## config.mk

```make
export PLATFORM = sky130hd
export DESIGN_NAME = memory_stage_load_store_unit
export DESIGN_NICKNAME = d
export VERILOG_FILES = /design/src/rtl/memory_stage_load_store_unit.sv
export SDC_FILE = /design/constraint.sdc
export NUM_CORES = 1
export LEC_CHECK = 0
export CAP_MARGIN = 25
export CORE_MARGIN = 2
export CORE_UTILIZATION = 38
export CTS_BUF_LIST = sky130_fd_sc_hd__clkbuf_4 sky130_fd_sc_hd__clkbuf_8 sky130_fd_sc_hd__clkbuf_16
export CTS_CLUSTER_DIAMETER = 150
export CTS_CLUSTER_SIZE = 24
export DETAILED_ROUTE_END_ITERATION = 6
export HOLD_SLACK_MARGIN = 0.12
export PLACE_DENSITY_LB_ADDON = 0.25
export SKIP_CTS_REPAIR_TIMING = 1
export SLEW_MARGIN = 20
export SYNTH_ARGS = -nofsm -noshare
export SYNTH_HDL_FRONTEND = slang
export SYNTH_SLANG_ARGS = --single-unit
```

## constraint.sdc

```tcl
create_clock -name clk -period 8.1 [get_ports clk]
set_clock_uncertainty 0.15 [all_clocks]
set_input_delay 0.81 -clock clk [delete_from_list [all_inputs] [get_ports clk]]
set_output_delay 0.81 -clock clk [all_outputs]
set_load 0.02 [all_outputs]
```

## src/rtl/memory_stage_load_store_unit.sv

```systemverilog
// MEM-stage load/store unit: runs the EX/MEM memory request on an
// Avalon-MM data bus with waitrequest, stalls until it completes,
// aligns and extends load data, and flags bad requests.
//
// Ports:
//   clk, reset            clock, async active-high reset
//   mem_read_memory       load request
//   mem_write_memory      store request
//   mem_size_memory       00 byte, 01 half, 10 word, 11 illegal
//   mem_signed_memory     sign-extend sub-word loads
//   address_memory        byte address
//   write_data_memory     right-justified store data
//   read_data_memory      extended load result (held)
//   stall_memory          pipeline freeze
//   address_error_memory  combinational bad-request flag
//   avm_*                 Avalon-MM master signals
//
// Build option: LSU_PARTIAL_WORD_EN enables byte/half accesses;
// without it only aligned word accesses are legal.

`timescale 1ns/1ps

module memory_stage_load_store_unit (
  input  logic        clk,
  input  logic        reset,
  input  logic        mem_read_memory,
  input  logic        mem_write_memory,
  input  logic [1:0]  mem_size_memory,
  input  logic        mem_signed_memory,
  input  logic [31:0] address_memory,
  input  logic [31:0] write_data_memory,
  output logic [31:0] read_data_memory,
  output logic        stall_memory,
  output logic        address_error_memory,
  output logic [31:0] avm_address,
  output logic        avm_read,
  output logic        avm_write,
  output logic [31:0] avm_writedata,
  output logic [3:0]  avm_byteenable,
  input  logic [31:0] avm_readdata,
  input  logic        avm_waitrequest
);

  typedef enum logic [1:0] {
    S_IDLE,
    S_BUS,
    S_DONE
  } state_t;

  state_t state_q;
  state_t state_d;

  logic [1:0]  off;
  logic        any_req;
  logic        one_req;
  logic        aligned;
  logic        valid_req;
  logic        issue;
  logic        accept;
  logic [31:0] wd_lane;
  logic [31:0] ld_ext;

  assign off     = address_memory[1:0];
  assign any_req = mem_read_memory | mem_write_memory;
  assign one_req = mem_read_memory ^ mem_write_memory;

  // Size/alignment legality of the presented request.
  always_comb begin
    aligned = 1'b0;
`ifdef LSU_PARTIAL_WORD_EN
    unique case (mem_size_memory)
      2'b00:   aligned = 1'b1;
      2'b01:   aligned = ~off[0];
      2'b10:   aligned = (off == 2'b00);
      default: aligned = 1'b0;
    endcase
`else
    aligned = (mem_size_memory == 2'b10) &&
              (off == 2'b00);
`endif
  end

  assign valid_req = one_req & aligned;
  assign issue     = (state_q == S_IDLE) & valid_req;
  assign accept    = (state_q == S_BUS) & ~avm_waitrequest;

  // Never flagged while a bus access is in flight.
  assign address_error_memory =
    any_req & ~valid_req & (state_q != S_BUS);

  assign stall_memory = issue | (state_q == S_BUS);

  always_comb begin
    state_d = state_q;
    unique case (state_q)
      S_IDLE:  if (valid_req) state_d = S_BUS;
      S_BUS:   if (!avm_waitrequest) state_d = S_DONE;
      S_DONE:  state_d = S_IDLE;
      default: state_d = S_IDLE;
    endcase
  end

`ifdef LSU_PARTIAL_WORD_EN
  logic [3:0]  be_lane;
  logic [1:0]  off_q;
  logic [1:0]  size_q;
  logic        sgn_q;
  logic [7:0]  ld_byte;
  logic [15:0] ld_half;

  // Store lanes: replicate so the slave sees data on any lane.
  always_comb begin
    be_lane = 4'b1111;
    wd_lane = write_data_memory;
    unique case (mem_size_memory)
      2'b00: begin
        be_lane = 4'b0001 << off;
        wd_lane = {4{write_data_memory[7:0]}};
      end
      2'b01: begin
        be_lane = off[1] ? 4'b1100 : 4'b0011;
        wd_lane = {2{write_data_memory[15:0]}};
      end
      default: begin
        be_lane = 4'b1111;
        wd_lane = write_data_memory;
      end
    endcase
  end

  // Load lanes use the request captured at issue time.
  always_comb begin
    ld_byte = avm_readdata[7:0];
    unique case (off_q)
      2'b00: ld_byte = avm_readdata[7:0];
      2'b01: ld_byte = avm_readdata[15:8];
      2'b10: ld_byte = avm_readdata[23:16];
      default: ld_byte = avm_readdata[31:24];
    endcase
    ld_half = off_q[1] ? avm_readdata[31:16]
                       : avm_readdata[15:0];
    ld_ext = avm_readdata;
    unique case (size_q)
      2'b00:
        ld_ext = {{24{sgn_q & ld_byte[7]}}, ld_byte};
      2'b01:
        ld_ext = {{16{sgn_q & ld_half[15]}}, ld_half};
      default:
        ld_ext = avm_readdata;
    endcase
  end

  always_ff @(posedge clk or posedge reset) begin
    if (reset) begin
      avm_byteenable <= 4'b0000;
      off_q          <= 2'b00;
      size_q         <= 2'b10;
      sgn_q          <= 1'b0;
    end else if (issue) begin
      avm_byteenable <= be_lane;
      off_q          <= off;
      size_q         <= mem_size_memory;
      sgn_q          <= mem_signed_memory;
    end
  end
`else
  logic unused_sign;

  assign unused_sign    = mem_signed_memory;
  assign avm_byteenable = 4'b1111;
  assign wd_lane        = write_data_memory;
  assign ld_ext         = avm_readdata;
`endif

  always_ff @(posedge clk or posedge reset) begin
    if (reset) begin
      state_q          <= S_IDLE;
      avm_address      <= 32'h0;
      avm_writedata    <= 32'h0;
      avm_read         <= 1'b0;
      avm_write        <= 1'b0;
      read_data_memory <= 32'h0;
    end else begin
      state_q <= state_d;
      if (issue) begin
        avm_address   <= {address_memory[31:2], 2'b00};
        avm_writedata <= wd_lane;
        avm_read      <= mem_read_memory;
        avm_write     <= mem_write_memory;
      end
      if (accept) begin
        avm_read  <= 1'b0;
        avm_write <= 1'b0;
        if (avm_read) read_data_memory <= ld_ext;
      end
    end
  end

endmodule

```

==> results.cfg <==
[timing]
setup_tns_ns = 0
hold_viol = 0
slew_headroom_pct = 45.72
tightest_slew_ns = 0.8143
fmax_mhz = 283.4
finalSetupViolCount = 0
rsz0062_at_grt = false
drv_slew = 0
period_needed_ns = 3.529
fin_crit_sh_pct = 43.57

[final_layout]
stdcell_count = 575
fillers = 840
multiInputGateArea_um2 = 1381
final_cell_area_um2 = 6259
regArea_um2 = 2452
nets = 539
drive_gt1_share_pct = 26.42
area_growth_pct = 57.30
insertedDiodeCount = 0

[min_path]
hp-class = flop to flop
holdPathStages = 1
hold_path_startpoint = read_data_memory[21]
min_to = read_data_memory[21]

[pwr]
p_sw_share_pct = 29.56
p_sw_mw = 0.4766
power_frac_clock_pct = 20.2
ir_drop_v = 0.0001485
power_frac_comb_pct = 38.4
p_leak_nw = 2.911
power_density_nw_per_um2 = 257.6
share_seq_of_total_power_pct = 41.4
power.internal_mw = 1.136

[setup_path]
startpoint = mem_read_memory
start_kind = input pin
endpoint_kind = primary output
r2r_cells = 4
reg2reg_slack_ns = 5.65
worstPathArrival_ns = 2.57
worst-setup-path-type = input pin to primary output
cp_max_fo = 3
r2r_start = state_q[1]
required_ns = 7.14
rr_endpoint = avm_address[24]

[clock_tree]
clockRootBuffer = clkbuf_8
cts_tree = built
insertion_delay_ns = 0.35
cts_buffers = 9
cts.sinks = 98
cts.path.max_buffers = 2
cts.htree.levels = 3
path_clk_slew_ns = 0.08

[global_route]
antenna_found_initial = 0
overflow = 0
first_global_vias = 2878
grt.total_usage_pct = 16.59
grt_max_degree = 66
grt_first_pass_wirelength_mm = 14.52

[logic_synthesis]
synth_cell_types = 24
ys_ff_latch = 98
yosysTopAreaCell = dfrtp_1
synth_area_leaders = dfrtp_1 62%, mux2_4 18%, mux2_2 13%, buf_4 1.7%, buf_6 1.7%
ys_seq_area_share_pct = 61.64
syn_inst = 233
syn_area_per_cell_um2 = 17.08
yosys.area.top_type_share_pct = 61.64
syn_area_um2 = 3979
yosys_warnings = 0

[die]
die_h_um = 106.3
dieArea_um2 = 11310
die_w_um = 106.3
pin_count = 208
num_rows = 37
start_util_pct = 38.89
core_um2 = 10230

[placement]
place_congestion = 0.6928
post-place-cells = 559
place_area_um2 = 6050
dp.final_hpwl_mm = 6.709
port_buffers = 200

[route]
ant_nets = 0
wl_per_cell_um = 15.79
first_iter_violations = 88
viasPerCell = 4.570
totalWireLength_mm = 9.080
drc_errors = 0
firstDrtPassIters = 4
via_count = 2628

[flow_run]
drv_cap = 0

[outcome]
status = finished, final reports clean
synth_stat cells:
cell      count
conb_1        2
buf_4         9
nor2_1        1
ha_1          1
mux2_1        1
buf_2         1
dfrtp_1      98
or3b_1        1
mux2_4       47
or3b_2        1
clkbuf_1      1
mux2_2       46
nor3b_1       1
nand2_1       2
buf_6         6
nor2b_1       1
or4b_4        1
a31oi_1       1
or2_1         1
o21ai_0       2
a311oi_1      1
and2_1        1
o211ai_1      2
inv_1         5
per-stage QoR:
stage                     utilization [%]  hold WS [ns]  worst slack (ns)  power (mW)
after global routing                61.17        0.3742             4.506       1.692
after floorplan                         -        0.3975             4.578      0.9785
after CTS                           61.17        0.3507             4.554       1.636
after global placement              59.13        0.3201             4.494       1.289
after detailed placement            59.13        0.3305             4.432       1.302
final                               61.17        0.3566             4.571       1.612
worst max path at each step:
stage	slack [ns]	depth (start not counted)	end
after floorplan	4.58	1	avm_address[10]
after global placement	4.49	7	avm_address[10]
after detailed placement	4.43	7	avm_address[16]
after CTS	4.55	5	address_error_memory
after global routing	4.51	5	address_error_memory
final	4.57	5	address_error_memory
metal layers:
layer	vias to the layer above	routed length [um]	part of all wire [%]	track usage, %
li1	1198	-	-	-
met1	1309	3526	39	19.26
met4	0	223	2.5	7.895
met5	-	0	0	0
met2	104	4618	51	28.39
met3	17	712	7.8	4.476
final cells by class:
cell class	instances	share of cell area (%)
flip-flops and latches	98	39.18
inverters	5	0.3399
repair buffers	203	32.35
well taps	136	2.719
multi-input cells	117	22.07
clock buffers	14	2.779
clock inverters	2	0.5598
registers in the layout, summed over array words and instances (netlist names):
name              cells
state_q               2
avm_read              1
avm_address          30
avm_writedata        32
read_data_memory     32
avm_write             1
power by group through the flow:
stage               sequential (mW)  clock [mW]  combinational (mW)
global placement              0.670           0               0.620
global route                  0.683       0.358               0.651
detailed placement            0.676           0               0.626
finish                        0.667       0.326               0.619
CTS                           0.668       0.339               0.628
floorplan                     0.820           0               0.158
layout by cell type (no fill, tap or decap):
cell type / netlist / final
a311oi_1: 1 / 1
o21ai_0: 2 / 2
or2_4: 0 / 1
conb_1: 2 / 6
ha_1: 1 / 1
or4b_4: 1 / 1
clkdlybuf4s50_1: 0 / 200
bufinv_16: 0 / 1
nor3b_1: 1 / 1
and2_1: 1 / 1
clkinv_2: 0 / 1
clkbuf_4: 0 / 3
or3b_2: 1 / 1
o211ai_1: 2 / 2
clkbuf_8: 0 / 11
or3b_1: 1 / 1
mux2_1: 1 / 1
dfrtp_1: 98 / 98
mux2_4: 47 / 47
a31oi_1: 1 / 1
inv_4: 0 / 1
mux2_2: 46 / 46
buf_4: 9 / 3
nand2_1: 2 / 2
inv_1: 5 / 4
nor2b_1: 1 / 1
nor2_1: 1 / 1
critical path, cell delays in order:
cell and delay [ns]:
clkdlybuf4s50_1 0.46, inv_1 0.05, ha_1 0.32, a311oi_1 0.26, clkdlybuf4s50_1 0.66
logic make-up (layout without fill, tap and decap cells):
group / after synthesis / count (layout) / share of synthesized area, %
other: 2 / 6 / 0.1887
adders and majority gates: 1 / 1 / 0.3144
AOI/OAI and AO/OA: 6 / 6 / 1.006
DFF: 98 / 98 / 61.64
muxes: 94 / 94 / 31.04
and+or+nand+nor: 10 / 10 / 1.730
buffers and inverters: 22 / 224 / 4.088
No activity file was read; power rests on OpenSTA's default activity.
